File: config.mk
export PLATFORM = sky130hd
export DESIGN_NAME = ball_controller
export DESIGN_NICKNAME = d
export VERILOG_FILES = /design/src/rtl/ball_controller.sv
export SDC_FILE = /design/constraint.sdc
export NUM_CORES = 1
export LEC_CHECK = 0
export ABC_AREA = 1
export BUFFER_PORTS_ARGS = -buffer_cell sky130_fd_sc_hd__buf_4
export CORE_UTILIZATION = 56
export DETAILED_ROUTE_END_ITERATION = 10
export PLACE_DENSITY_LB_ADDON = 0.12
export SLEW_MARGIN = 20
export SYNTH_ARGS = -nofsm -noshare
export SYNTH_HDL_FRONTEND = slang
export SYNTH_SLANG_ARGS = --single-unit
File: constraint.sdc
create_clock -name clk -period 5.4 [get_ports clk]
set_clock_uncertainty 0.05 [all_clocks]
set_input_delay 0.81 -clock clk [delete_from_list [all_inputs] [get_ports clk]]
set_output_delay 0.81 -clock clk [all_outputs]
set_load 0.005 [all_outputs]
File: src/rtl/ball_controller.sv
// Ping-pong ball driver: moves a one-hot ball along the LED bar, judges returns
// and misses at either end, and speeds the rally up after every hit.
`timescale 1ns/1ps
module ball_controller #(
  parameter int NUM_LEDS        = 18,
  parameter int STEP_CYCLES     = 12_500_000,
  parameter int SPEEDUP_CYCLES  = 1_000_000,
  parameter int MIN_STEP_CYCLES = 2_500_000
) (
  input  logic                               clk,
  input  logic                               rst,
  input  logic                               btn_l,
  input  logic                               btn_r,
  input  logic                               game_over,
  output logic [NUM_LEDS-1:0]                leds,
  output logic                               dir_l,
  output logic                               hit_l,
  output logic                               hit_r,
  output logic                               miss_l,
  output logic                               miss_r,
  output logic                               serving,
  output logic [$clog2(STEP_CYCLES+1)-1:0]   step_period
);

  localparam int PW = $clog2(STEP_CYCLES + 1);
  localparam int XW = $clog2(NUM_LEDS);
  localparam logic [XW-1:0] LAST      = XW'(NUM_LEDS - 1);
  localparam logic [PW-1:0] STEP_INIT = PW'(STEP_CYCLES);
  localparam logic [PW-1:0] MIN_P     = PW'(MIN_STEP_CYCLES);
  localparam logic [PW-1:0] SPEED_P   = PW'(SPEEDUP_CYCLES);
  localparam longint FLOOR_KNEE = longint'(MIN_STEP_CYCLES) + longint'(SPEEDUP_CYCLES);

  typedef enum logic [1:0] {SERVE, MOVE, AT_END, HALT} state_t;

  // Shorten the step period, saturating at the floor instead of underflowing.
  function automatic logic [PW-1:0] speedup_period(input logic [PW-1:0] p);
    if (longint'(p) >= FLOOR_KNEE) return p - SPEED_P;
    else return MIN_P;
  endfunction

  function automatic logic [NUM_LEDS-1:0] onehot(input logic [XW-1:0] p);
    return NUM_LEDS'(1) << p;
  endfunction

  logic sync_l_p0, sync_l_p1, sync_l_p2, press_l;
  logic sync_r_p0, sync_r_p1, sync_r_p2, press_r;

  state_t        state, state_n;
  logic [XW-1:0] pos, pos_n;
  logic [PW-1:0] cnt, cnt_n, period_n;
  logic          dir_n, hit_l_n, hit_r_n, miss_l_n, miss_r_n, serving_n;
  logic [NUM_LEDS-1:0] leds_n;
  logic          at_left, tc, end_press;

  // Input stage: two-flop synchroniser, then edge register producing a one-cycle press
  always_ff @(posedge clk) begin
    if (rst) begin
      sync_l_p0 <= 1'b0;
      sync_l_p1 <= 1'b0;
      sync_l_p2 <= 1'b0;
      press_l   <= 1'b0;
      sync_r_p0 <= 1'b0;
      sync_r_p1 <= 1'b0;
      sync_r_p2 <= 1'b0;
      press_r   <= 1'b0;
    end else begin
      sync_l_p0 <= btn_l;
      sync_l_p1 <= sync_l_p0;
      sync_l_p2 <= sync_l_p1;
      press_l   <= sync_l_p1 & ~sync_l_p2;
      sync_r_p0 <= btn_r;
      sync_r_p1 <= sync_r_p0;
      sync_r_p2 <= sync_r_p1;
      press_r   <= sync_r_p1 & ~sync_r_p2;
    end
  end

  // The ball's end decides both who serves and who owns the return.
  assign at_left   = (pos == LAST);
  assign end_press = at_left ? press_l : press_r;
  assign tc        = (cnt == step_period - PW'(1));

  always_comb begin
    state_n  = state;
    pos_n    = pos;
    cnt_n    = cnt;
    dir_n    = dir_l;
    period_n = step_period;
    hit_l_n  = 1'b0;
    hit_r_n  = 1'b0;
    miss_l_n = 1'b0;
    miss_r_n = 1'b0;
    if (game_over) begin
      state_n = HALT;
    end else begin
      case (state)
        SERVE: begin
          cnt_n = '0;
          if (end_press) begin
            state_n = MOVE;
            dir_n   = ~at_left;
          end
        end
        MOVE: begin
          if (tc) begin
            cnt_n = '0;
            if (dir_l) pos_n = pos + XW'(1);
            else       pos_n = pos - XW'(1);
            if ((dir_l && pos == LAST - XW'(1)) || (!dir_l && pos == XW'(1)))
              state_n = AT_END;
          end else begin
            cnt_n = cnt + PW'(1);
          end
        end
        AT_END: begin
          if (end_press) begin
            hit_l_n  = at_left;
            hit_r_n  = ~at_left;
            dir_n    = ~dir_l;
            period_n = speedup_period(step_period);
            cnt_n    = '0;
            state_n  = MOVE;
          end else if (tc) begin
            miss_l_n = at_left;
            miss_r_n = ~at_left;
            cnt_n    = '0;
            state_n  = SERVE;
          end else begin
            cnt_n = cnt + PW'(1);
          end
        end
        HALT: state_n = HALT;
        default: state_n = HALT;
      endcase
    end
    leds_n    = (state_n == HALT) ? '0 : onehot(pos_n);
    serving_n = (state_n == SERVE);
  end

  // Game stage: state, position, timing and every output are registered here
  always_ff @(posedge clk) begin
    if (rst) begin
      state       <= SERVE;
      pos         <= '0;
      cnt         <= '0;
      dir_l       <= 1'b1;
      step_period <= STEP_INIT;
      leds        <= NUM_LEDS'(1);
      hit_l       <= 1'b0;
      hit_r       <= 1'b0;
      miss_l      <= 1'b0;
      miss_r      <= 1'b0;
      serving     <= 1'b1;
    end else begin
      state       <= state_n;
      pos         <= pos_n;
      cnt         <= cnt_n;
      dir_l       <= dir_n;
      step_period <= period_n;
      leds        <= leds_n;
      hit_l       <= hit_l_n;
      hit_r       <= hit_r_n;
      miss_l      <= miss_l_n;
      miss_r      <= miss_r_n;
      serving     <= serving_n;
    end
  end

endmodule

==> qor.csv <==
metric,value,unit
status,"finished, final reports clean",
Die W,96.5,um
FMAX,326,MHz
mux cell area share after synthesis,0,
clk_lat worst skew,0.36,ns
pre-CTS setup slack,2.38,ns
xor/xnor cell area share of the yosys netlist,0.0645,
arrival time at the worst endpoint,3.31,ns
synth unique cells,48,
Setup WS post-layout,2.33,ns
Post-Syn Area,5000,um2
Die Area,9320,um2
vias in the first global route,4180,
DR pass1 iterations,7,
Post-synth top flop,dfxtp_1,
global-route wire length before repair,19.0,mm
filler instances,837,
RSZ-0062 raised after global routing,no,
ys async rst share,0,
clk root buf,clkbuf_8,
Max-Slew Margin vs Limit,0.501,
max-cap violations,0,
Port Buf Inserts,47,
CTS tree,built,
final instance area,5520,um2
DR DRC count,0,
min-delay worst type,register to register,
total CTS buffers,9,
Design Power,1.10,mW
fraction of the mapped netlist area in adder cells,0.0275,
worst-path maximum fanout,10,
post-cts resize count,0,
routed vias/inst,5.36,
Syn Area/Cell,6.76,um2
share of cells above drive strength 1,0.151,
Leak,2.40,nW
PwrDens,199,nW/um2
Bufs on Longest Clock Path,2,
clk slew on worst S/H paths,0.09,ns
clock sinks,82,
routability congestion estimate,0.923,
Vias,4758,
main combinational cell family by area after synthesis,simple AND/OR/NAND/NOR gates,
DP Cell Count,874,
largest net degree at the start of global routing,48,
Routed Antenna Nets,0,
worst hold path depth,1,
Tmin final,3.07,ns
DR iter-0 viols,253,
n_diodes,0,
total negative setup slack,0,ns
peak supply drop,0.121,mV
P&R area growth vs syn,10.3,%
FP Rows,34,
"Warnings, synthesis",0,
"Req. time, crit path",5.64,ns
"Core Util, Final",0.636,
total gr overflow,0,
Fin. Hold Viols,0,
core box area,8680,um2
# IOs,53,
DP Area,5360,um2
postcts setup bufs,0,
cts hold-fix bufs,0,
Finished Layout Cells,888,
worst r2r path cells,18,
antenna violations before repair,0,
CP Class,register to register,
Slew @ Worst Pin,0.747,ns
number of synthesized register bits,82,
Final setup viols,0,
Cells after Synth,740,
Vert. Die Dim,96.5,um
CP Capture Type,register,
Starting Density,0.577,
fin nets,793,
compound-gate portion of the synthesized area,0.100,
Post-synth EDFFs,0,
GRT Util Overall,0.268,
post-synthesis sequential area ratio,0.328,
wire length after detailed routing,12.1,mm
startpoint class of the critical path,register,
count of final max-slew check failures,0,
CTS H-tree depth,3,
DP Wirelength,9.11,mm
Min Hold Slack,0.342,ns
Final Cycle Share,0.568,
drt wl/cell,13.6,um
Simple-Gate Fraction of Synth Area,0.380,
sequential cells by signal (all words and copies together) (netlist names), 2 cells and up:
signal       count
step_period     19
pos              5
leds            18
state            2
cnt             24
path summary, 6_finish.rpt:
kind	to	from	slack [ns]
worst max-delay path	leds[0]	step_period[7]	2.33
worst min-delay path	press_l	sync_l_p2	0.34
worst max register to register	leds[0]	step_period[7]	2.33
worst min register to register	press_l	sync_l_p2	0.34
power breakdown:
group | internal, mW | leakage [nW] | switching (mW)
clock network | 0.173 | 0.0810 | 0.221
registers | 0.613 | 0.663 | 0.00640
logic | 0.0252 | 1.65 | 0.0579
critical path, cell delays in order (launching register included):
cell     delay [ns]
dfxtp_1        0.39
inv_1          0.13
ha_1           0.22
inv_1          0.07
nor2_2         0.16
nand2_2        0.14
nor2_8         0.18
nor2_1         0.09
inv_2          0.05
nand3_1        0.05
nor2_1         0.17
nand2_1        0.11
nor2_4         0.12
nand4_4        0.11
inv_4          0.13
nand2_2        0.09
xor2_1         0.41
nand3_1        0.17
o21ai_1        0.15
layout make-up:
type / count / area, um2 / share of cell area
Tap cell: 108 / 135 / 0.0245
Timing Repair Buffer: 47 / 353 / 0.0639
Clock inverter: 3 / 17.5 / 0.00317
Sequential cell: 82 / 1640 / 0.297
Inverter: 92 / 349 / 0.0632
Multi-Input combinational cell: 545 / 2880 / 0.522
Clock buffer: 11 / 141 / 0.0256
layout by cell type (no fill, tap or decap), types with 2 or more instances in the layout:
cell type	Yosys	layout
nand2_1	189	189
nor2_1	87	87
inv_1	84	84
dfxtp_1	82	82
buf_4	6	47
nand3_1	46	46
a21oi_1	45	45
o21ai_0	28	28
xor2_1	23	23
nor2_2	17	17
nand4_1	16	16
nor3_1	14	14
ha_1	11	11
clkbuf_8	0	10
nor2_4	8	8
nand2_2	8	8
xnor2_1	7	7
inv_2	6	6
conb_1	1	5
nand3b_1	4	4
o21ai_1	3	3
a211oi_1	3	3
clkinv_2	1	3
nand2_4	2	2
nand3_2	2	2
xor2_2	2	2
nand4_2	2	2
nand4_4	2	2
o31ai_1	2	2
nor4_1	2	2
nor3_2	2	2
or4_1	2	2
cells by family (layout without fill, tap and decap cells):
group / count (synthesis) / after routing
compound gates: 90 / 90
xor+xnor: 33 / 33
fa+ha+maj: 11 / 11
buf+inv: 117 / 153
flops: 82 / 82
other cells: 1 / 5
simple gates: 406 / 406
routing by layer:
layer,vias up,share of wire,track usage,wire length (um)
met5,-,0,0,0
met4,0,0.020,0.0931,237
met3,19,0.049,0.0399,588
met2,131,0.46,0.440,5540
met1,2190,0.47,0.358,5700
li1,2418,-,-,-
synth_stat cells (2+ instances only):
library cell | instances | area share
xor2_2 | 2 | 0.0065
nand3_2 | 2 | 0.0040
buf_6 | 3 | 0.0068
nand3_1 | 46 | 0.046
o31ai_1 | 2 | 0.0030
o21ai_0 | 28 | 0.028
or4_1 | 2 | 0.0030
nor4_1 | 2 | 0.0025
buf_2 | 5 | 0.0050
ha_1 | 11 | 0.028
nand4_4 | 2 | 0.0085
nand4_2 | 2 | 0.0050
xnor2_1 | 7 | 0.012
nor2_1 | 87 | 0.065
nand2_2 | 8 | 0.010
nor2_4 | 8 | 0.018
clkbuf_1 | 11 | 0.0083
dfxtp_1 | 82 | 0.33
inv_1 | 84 | 0.063
nor3_1 | 14 | 0.014
nor3_2 | 2 | 0.0040
a21oi_1 | 45 | 0.045
nand2_4 | 2 | 0.0045
o21ai_1 | 3 | 0.0030
buf_4 | 6 | 0.0090
xor2_1 | 23 | 0.040
a211oi_1 | 3 | 0.0045
nand2_1 | 189 | 0.14
nand4_1 | 16 | 0.020
inv_2 | 6 | 0.0045
nand3b_1 | 4 | 0.0060
nor2_2 | 17 | 0.021
(Power assumes the default switching activity.)
